File: config.mk
export PLATFORM = sky130hd
export DESIGN_NAME = bin_power_smoother_flat
export DESIGN_NICKNAME = d
export VERILOG_FILES = /design/src/rtl/bin_power_smoother_if.sv /design/src/rtl/bin_power_smoother.sv /design/src/flat_wrapper.sv
export SDC_FILE = /design/constraint.sdc
export NUM_CORES = 2
export LEC_CHECK = 0
export ABC_AREA = 1
export BUFFER_PORTS_ARGS = -buffer_cell sky130_fd_sc_hd__clkbuf_2
export CAP_MARGIN = 15
export CORE_ASPECT_RATIO = 0.8
export CORE_MARGIN = 4
export CORE_UTILIZATION = 39
export DETAILED_ROUTE_END_ITERATION = 8
export PLACE_DENSITY = 0.65
export SYNTH_ARGS = -nofsm -noshare
export SYNTH_HDL_FRONTEND = slang
export SYNTH_SLANG_ARGS = --single-unit
File: constraint.sdc
create_clock -name clk -period 13.5 [get_ports clk]
set_clock_uncertainty 0.1 [all_clocks]
set_input_delay 2.025 -clock clk [delete_from_list [all_inputs] [get_ports clk]]
set_output_delay 2.025 -clock clk [all_outputs]
set_load 0.01 [all_outputs]
File: src/rtl/bin_power_smoother_if.sv
// Stream-in / BRAM-write-out bundle for bin_power_smoother.
// The DUT connects through the slave modport; the bin source and BRAM writer use master.
interface bin_power_smoother_if #(
   parameter int unsigned BIN_WIDTH  = 8,
   parameter int unsigned ADDR_WIDTH = 9
) ();
   logic                         clear_hist;
   logic                         in_valid;
   logic                         in_ready;
   logic signed [BIN_WIDTH-1:0]  in_real;
   logic signed [BIN_WIDTH-1:0]  in_imag;
   logic                         in_last;
   logic                         wr_en;
   logic [ADDR_WIDTH-1:0]        wr_addr;
   logic [7:0]                   wr_data;
   logic                         frame_done;
   logic                         busy;

   modport master (
      output clear_hist, in_valid, in_real, in_imag, in_last,
      input  in_ready, wr_en, wr_addr, wr_data, frame_done, busy
   );

   modport slave (
      input  clear_hist, in_valid, in_real, in_imag, in_last,
      output in_ready, wr_en, wr_addr, wr_data, frame_done, busy
   );
endinterface

File: src/rtl/bin_power_smoother.sv
// Per-bin power (re^2+im^2), scaled and saturated to 8 bits, with peak-hold and
// exponential decay against a history memory; emits BRAM write strobes.
module bin_power_smoother #(
   parameter int unsigned BIN_WIDTH   = 8,
   parameter int unsigned NUM_BINS    = 320,
   parameter int unsigned ADDR_WIDTH  = 9,
   parameter int unsigned POWER_SHIFT = 6,
   parameter int unsigned DECAY_SHIFT = 3
) (
   input logic                 clk,
   input logic                 reset,
   bin_power_smoother_if.slave bus
);
   localparam int unsigned PW = 2 * BIN_WIDTH;

   typedef enum logic [0:0] {StClear, StRun} state_e;

   state_e                      state_q;
   logic [ADDR_WIDTH-1:0]       clr_addr_q;
   logic [ADDR_WIDTH-1:0]       idx_q;

   logic                        s1_valid_q, s1_last_q;
   logic signed [BIN_WIDTH-1:0] s1_re_q, s1_im_q;
   logic [ADDR_WIDTH-1:0]       s1_idx_q;

   logic                        s2_valid_q, s2_last_q;
   logic [ADDR_WIDTH-1:0]       s2_idx_q;
   logic [PW-1:0]               s2_power_q;
   logic                        s2_fwd_q;
   logic [7:0]                  s2_fwd_data_q;

   logic                        wr_en_q, frame_done_q;
   logic [ADDR_WIDTH-1:0]       wr_addr_q;
   logic [7:0]                  wr_data_q;

   logic [7:0]                  hist_mem [NUM_BINS];
   logic [7:0]                  rd_data_q;

   logic                        accept, idx_wrap;
   logic signed [PW-1:0]        re_ext, im_ext, re_sq, im_sq;
   logic [PW-1:0]               power_d, scaled;
   logic [7:0]                  sat, hist_cur, decay, out_d;
   logic                        mem_we;
   logic [ADDR_WIDTH-1:0]       mem_waddr;
   logic [7:0]                  mem_wdata;

   assign accept   = (state_q == StRun) && bus.in_valid;
   assign idx_wrap = (idx_q == ADDR_WIDTH'(NUM_BINS - 1));

   always_comb begin
      re_ext  = $signed({{BIN_WIDTH{s1_re_q[BIN_WIDTH-1]}}, s1_re_q});
      im_ext  = $signed({{BIN_WIDTH{s1_im_q[BIN_WIDTH-1]}}, s1_im_q});
      re_sq   = re_ext * re_ext;
      im_sq   = im_ext * im_ext;
      power_d = $unsigned(re_sq) + $unsigned(im_sq);
   end

   // A same-bin write landing on the read edge is captured in s2_fwd_*.
   always_comb begin
      scaled   = s2_power_q >> POWER_SHIFT;
      sat      = (scaled > PW'(255)) ? 8'hFF : scaled[7:0];
      hist_cur = s2_fwd_q ? s2_fwd_data_q : rd_data_q;
      decay    = hist_cur >> DECAY_SHIFT;
      if (sat >= hist_cur) begin
         out_d = sat;
      end else if (decay != 8'd0) begin
         out_d = hist_cur - decay;
      end else if (hist_cur != 8'd0) begin
         out_d = hist_cur - 8'd1;
      end else begin
         out_d = 8'd0;
      end
   end

   always_comb begin
      mem_we    = 1'b0;
      mem_waddr = s2_idx_q;
      mem_wdata = out_d;
      if (!reset) begin
         if (state_q == StClear) begin
            mem_we    = 1'b1;
            mem_waddr = clr_addr_q;
            mem_wdata = 8'd0;
         end else begin
            mem_we = s2_valid_q && !bus.clear_hist;
         end
      end
   end

   always_ff @(posedge clk) begin
      if (mem_we) begin
         hist_mem[mem_waddr] <= mem_wdata;
      end
      rd_data_q <= hist_mem[s1_idx_q];
   end

   always_ff @(posedge clk) begin
      if (reset) begin
         state_q       <= StClear;
         clr_addr_q    <= '0;
         idx_q         <= '0;
         s1_valid_q    <= 1'b0;
         s1_last_q     <= 1'b0;
         s1_re_q       <= '0;
         s1_im_q       <= '0;
         s1_idx_q      <= '0;
         s2_valid_q    <= 1'b0;
         s2_last_q     <= 1'b0;
         s2_idx_q      <= '0;
         s2_power_q    <= '0;
         s2_fwd_q      <= 1'b0;
         s2_fwd_data_q <= '0;
         wr_en_q       <= 1'b0;
         wr_addr_q     <= '0;
         wr_data_q     <= '0;
         frame_done_q  <= 1'b0;
      end else begin
         wr_en_q      <= 1'b0;
         frame_done_q <= 1'b0;
         unique case (state_q)
            StClear: begin
               s1_valid_q <= 1'b0;
               s2_valid_q <= 1'b0;
               idx_q      <= '0;
               if (bus.clear_hist) begin
                  clr_addr_q <= '0;
               end else if (clr_addr_q == ADDR_WIDTH'(NUM_BINS - 1)) begin
                  clr_addr_q <= '0;
                  state_q    <= StRun;
               end else begin
                  clr_addr_q <= clr_addr_q + ADDR_WIDTH'(1);
               end
            end
            StRun: begin
               if (bus.clear_hist) begin
                  state_q    <= StClear;
                  clr_addr_q <= '0;
                  idx_q      <= '0;
                  s1_valid_q <= 1'b0;
                  s2_valid_q <= 1'b0;
               end else begin
                  s1_valid_q <= accept;
                  if (accept) begin
                     s1_re_q   <= bus.in_real;
                     s1_im_q   <= bus.in_imag;
                     s1_idx_q  <= idx_q;
                     s1_last_q <= bus.in_last || idx_wrap;
                     idx_q     <= (bus.in_last || idx_wrap) ? '0 : idx_q + ADDR_WIDTH'(1);
                  end
                  s2_valid_q    <= s1_valid_q;
                  s2_idx_q      <= s1_idx_q;
                  s2_last_q     <= s1_last_q;
                  s2_power_q    <= power_d;
                  s2_fwd_q      <= s2_valid_q && (s2_idx_q == s1_idx_q);
                  s2_fwd_data_q <= out_d;
                  if (s2_valid_q) begin
                     wr_en_q      <= 1'b1;
                     wr_addr_q    <= s2_idx_q;
                     wr_data_q    <= out_d;
                     frame_done_q <= s2_last_q;
                  end
               end
            end
            default: state_q <= StClear;
         endcase
      end
   end

   assign bus.in_ready   = (state_q == StRun);
   assign bus.busy       = (state_q == StClear) || s1_valid_q || s2_valid_q;
   assign bus.wr_en      = wr_en_q;
   assign bus.wr_addr    = wr_addr_q;
   assign bus.wr_data    = wr_data_q;
   assign bus.frame_done = frame_done_q;
endmodule

File: src/flat_wrapper.sv
// flat-port wrapper written by rule: the top's interface ports become plain ports
module bin_power_smoother_flat 
#(
   parameter int unsigned BIN_WIDTH   = 8,
   parameter int unsigned NUM_BINS    = 320,
   parameter int unsigned ADDR_WIDTH  = 9,
   parameter int unsigned POWER_SHIFT = 6,
   parameter int unsigned DECAY_SHIFT = 3
)
  (clk, reset, bus_clear_hist, bus_in_valid, bus_in_real, bus_in_imag, bus_in_last, bus_in_ready, bus_wr_en, bus_wr_addr, bus_wr_data, bus_frame_done, bus_busy);
  bin_power_smoother_if #(.BIN_WIDTH(BIN_WIDTH), .ADDR_WIDTH(ADDR_WIDTH)) bus_i ();
  input logic clk;
  input logic reset;
  input wire logic [$bits(bus_i.clear_hist)-1:0] bus_clear_hist;
  input wire logic [$bits(bus_i.in_valid)-1:0] bus_in_valid;
  input wire logic [$bits(bus_i.in_real)-1:0] bus_in_real;
  input wire logic [$bits(bus_i.in_imag)-1:0] bus_in_imag;
  input wire logic [$bits(bus_i.in_last)-1:0] bus_in_last;
  output wire logic [$bits(bus_i.in_ready)-1:0] bus_in_ready;
  output wire logic [$bits(bus_i.wr_en)-1:0] bus_wr_en;
  output wire logic [$bits(bus_i.wr_addr)-1:0] bus_wr_addr;
  output wire logic [$bits(bus_i.wr_data)-1:0] bus_wr_data;
  output wire logic [$bits(bus_i.frame_done)-1:0] bus_frame_done;
  output wire logic [$bits(bus_i.busy)-1:0] bus_busy;
  assign bus_i.clear_hist = bus_clear_hist;
  assign bus_i.in_valid = bus_in_valid;
  assign bus_i.in_real = bus_in_real;
  assign bus_i.in_imag = bus_in_imag;
  assign bus_i.in_last = bus_in_last;
  assign bus_in_ready = bus_i.in_ready;
  assign bus_wr_en = bus_i.wr_en;
  assign bus_wr_addr = bus_i.wr_addr;
  assign bus_wr_data = bus_i.wr_data;
  assign bus_frame_done = bus_i.frame_done;
  assign bus_busy = bus_i.busy;
  bin_power_smoother #(.BIN_WIDTH(BIN_WIDTH), .NUM_BINS(NUM_BINS), .ADDR_WIDTH(ADDR_WIDTH), .POWER_SHIFT(POWER_SHIFT), .DECAY_SHIFT(DECAY_SHIFT)) u_core (.clk(clk), .reset(reset), .bus(bus_i));
endmodule
==> run metrics <==
critical path startpoint category register; synth top area cells edfxtp_1, nand3_1, nand2_1; leading area contributor after synthesis edfxtp_1; Setup crit end u_core.s2_power_q[14]; Clk pin slew, worst setup/hold paths 70 ps; synthesized area per cell 11.6 µm²; Worst EP required between 10,000 and 15,000 ps; crit path from u_core.s1_im_q[7]; Placed Cells ~13,000; Rel. slew slack 20.5%; largest net degree at the start of global routing 210; Max IR drop VDD roughly 0.10 mV; CTS tree yes; Final Instance Area 123,000 µm²; initial antenna violation count 7; chip height 489 µm; Async SR Flop Fraction 0%; Port Buffers 41; DR pass1 iterations 8; die extent in x 610 µm; Die ar. about 300,000 µm²; Layout area overhead 9.31%; number of DRC markers in iteration 0 11,167; final WL roughly 300,000 µm; placer congestion estimate approximately 0.91; setup TNS 0 ps; GRT overflow 0; CP Capture Type register; commonest non-fill, non-tap cell in the layout edfxtp_1; worst-path maximum fanout 12; Hold/Removal Path Class register to register; Resized cells post-CTS 0; number of global-route vias before repair 71,483; Final setup viols 0; CTS Sinks ~2,700; DR WL/cell 22.8 µm; sequential area share after synthesis 69.9%; outcome finished clean; All-Layer GR Usage between 20% and 30%; global-route wire length before repair 458,000 µm; commonest non-fill, non-tap cells in the layout edfxtp_1, nand2_1, nand3_1; Core ar. 288,000 µm²; Max-Cap Viols 0; Tcrit/Tclk final 45.0%; IO Pins 42; DR vias 75,193; fmax 165 MHz; flop2flop setup slack approximately 7400 ps; Post-DP HPWL 179,000 µm; Setup Fix Bufs, Post-CTS 0; RR Startpoint u_core.s1_im_q[7]; vias per inst 5.57; H-Tree Depth 4; Post-synth EDFFs ~2,600; PwrDens about 130 nW/µm²; Post-route DRC 0; Finished Layout Cells 13,491; Cell variety after synth 47; initial core utilization 39.2%; cell row count 176; CTS Root Cell clkbuf_16; measured slew at the worst slew-check pin 1190 ps; hold_buf cts 0; Pleak 0.0430 µW; fin nets 9,668; final-report hold violation count 0; Routed Antenna Nets 0; Skew-Pair Late Insertion Delay approximately 900 ps; top_reg_cell synth edfxtp_1; Min Hold Slack 347 ps; worst setup path class register to register; Yosys top cell area share 68.1%; RSZ-0062 raised after global routing no; clock buffer depth 4; R2R cell count 22; Yosys reg bits 2,663; Post-DP Area 116,000 µm²; WP data arrival a little under 7000 ps; Syn Inst Count 9,729; share of layout cells above drive strength 1 6.19%; Synth Cell Area 113,000 µm²; max-slew violations 0; syn_nets 9,932; YS warnings 0; Num CTS Buffers ~240; RR Endpoint u_core.s2_power_q[14]; post-layout minimum cycle time 6070 ps
synth_stat cells (3+ instances only):
library cell	count
or2_2	9
a21oi_1	84
o22ai_1	130
xor2_1	21
clkinv_1	4
a32oi_1	3
buf_4	24
o21ai_2	5
nor2_2	5
buf_6	55
nand4_1	4
inv_1	258
o21ai_0	341
dfxtp_1	103
o21bai_1	6
nor2_4	8
o21ai_1	17
inv_2	11
o21a_1	3
ha_1	69
edfxtp_1	2560
buf_1	81
nand3_1	2190
o211ai_1	3
fa_1	113
nor3_2	3
xnor2_1	7
nor3_1	6
buf_2	294
a21o_1	6
nor2_1	688
nand2_2	17
clkbuf_1	202
nand2_1	2381
worst min path at each step:
stage                                 end  cells after the start              start  slack [ps]
global placement    u_core.bus.frame_done                      2   u_core.s2_last_q         330
CTS                 u_core.bus.frame_done                      2   u_core.s2_last_q         340
floorplan               u_core.s2_valid_q                      2  u_core.s1_valid_q         320
global route        u_core.bus.frame_done                      2   u_core.s2_last_q         360
detailed placement  u_core.bus.frame_done                      2   u_core.s2_last_q         330
finish              u_core.bus.frame_done                      2   u_core.s2_last_q         350
worst max-delay path, stage by stage (launching register included):
cell and delay (ps):
dfxtp_1 570, nand2_1 180, inv_1 370, fa_1 520, fa_1 500, fa_1 570, fa_1 440, fa_1 510
fa_1 410, ha_1 350, nand2_1 100, inv_1 80, nand3_1 60, o21ai_0 380, nand2_1 110, nand2_1 110
nand2_1 90, nor2_1 100, nor2_1 60, nand2_1 60, nand2_1 50, nor2_1 170, nor2_1 50
cell families after synthesis:
family / after synthesis / share of synthesized area (%)
AOI/OAI and AO/OA: 608 / 2.93
and+or+nand+nor: 5317 / 20.3
DFF: 2663 / 69.9
buffers and inverters: 931 / 3.89
adders and majority gates: 182 / 2.77
xor gates and xnor gates: 28 / 0.217
sequential cells by signal, summed over array words and instances, names as in the netlist, 8 cells and up:
signal and flops:
u_core.s1_idx_q 9, u_core.s2_power_q 10, u_core.s2_fwd_data_q 8, u_core.rd_data_q 8, u_core.s1_re_q 8, u_core.idx_q 9, u_core.bus.wr_addr 9, u_core.bus.wr_data 8
u_core.s2_idx_q 9, u_core.hist_mem 2560, u_core.clr_addr_q 9, u_core.s1_im_q 8
area by class of cell:
| cell class | count | area, µm² |
|---|---|---|
| fill | 26080 | 164000 |
| clock inverter | 152 | 1360 |
| tap | 3827 | 4790 |
| antenna | 2 | 5.00 |
| inverter | 273 | 1050 |
| timing repair buffer | 150 | 1170 |
| multi-input combinational | 6135 | 29700 |
| clock buffer | 289 | 6390 |
| sequential | 2663 | 79000 |
where the power goes:
group / internal [µW] / leakage (µW) / switching [µW] / total, µW
Combinational: 24.8 / 0.0150 / 236 / 261
Sequential: 9060 / 0.0242 / 2.38 / 9060
Clock: 3790 / 0.00377 / 3030 / 6810
Total: 12900 / 0.0430 / 3260 / 16100
metrics by stage:
step | worst slack, ps | utilization, % | total power, µW
global placement | 7560 | 40.2 | 9500
CTS | 7470 | 42.9 | 16200
floorplan | 490 | - | 9400
global route | 7020 | 42.9 | 16600
detailed placement | 7510 | 40.2 | 9500
finish | 7430 | 42.9 | 16100
layer usage:
layer  part of all wire [%]  GRT usage, %
met3                     11          4.95
met5                  0.013             0
met2                     44          30.1
met1                     41          28.6
met4                    3.3          6.44
No activity file was read; power rests on OpenSTA's default activity.
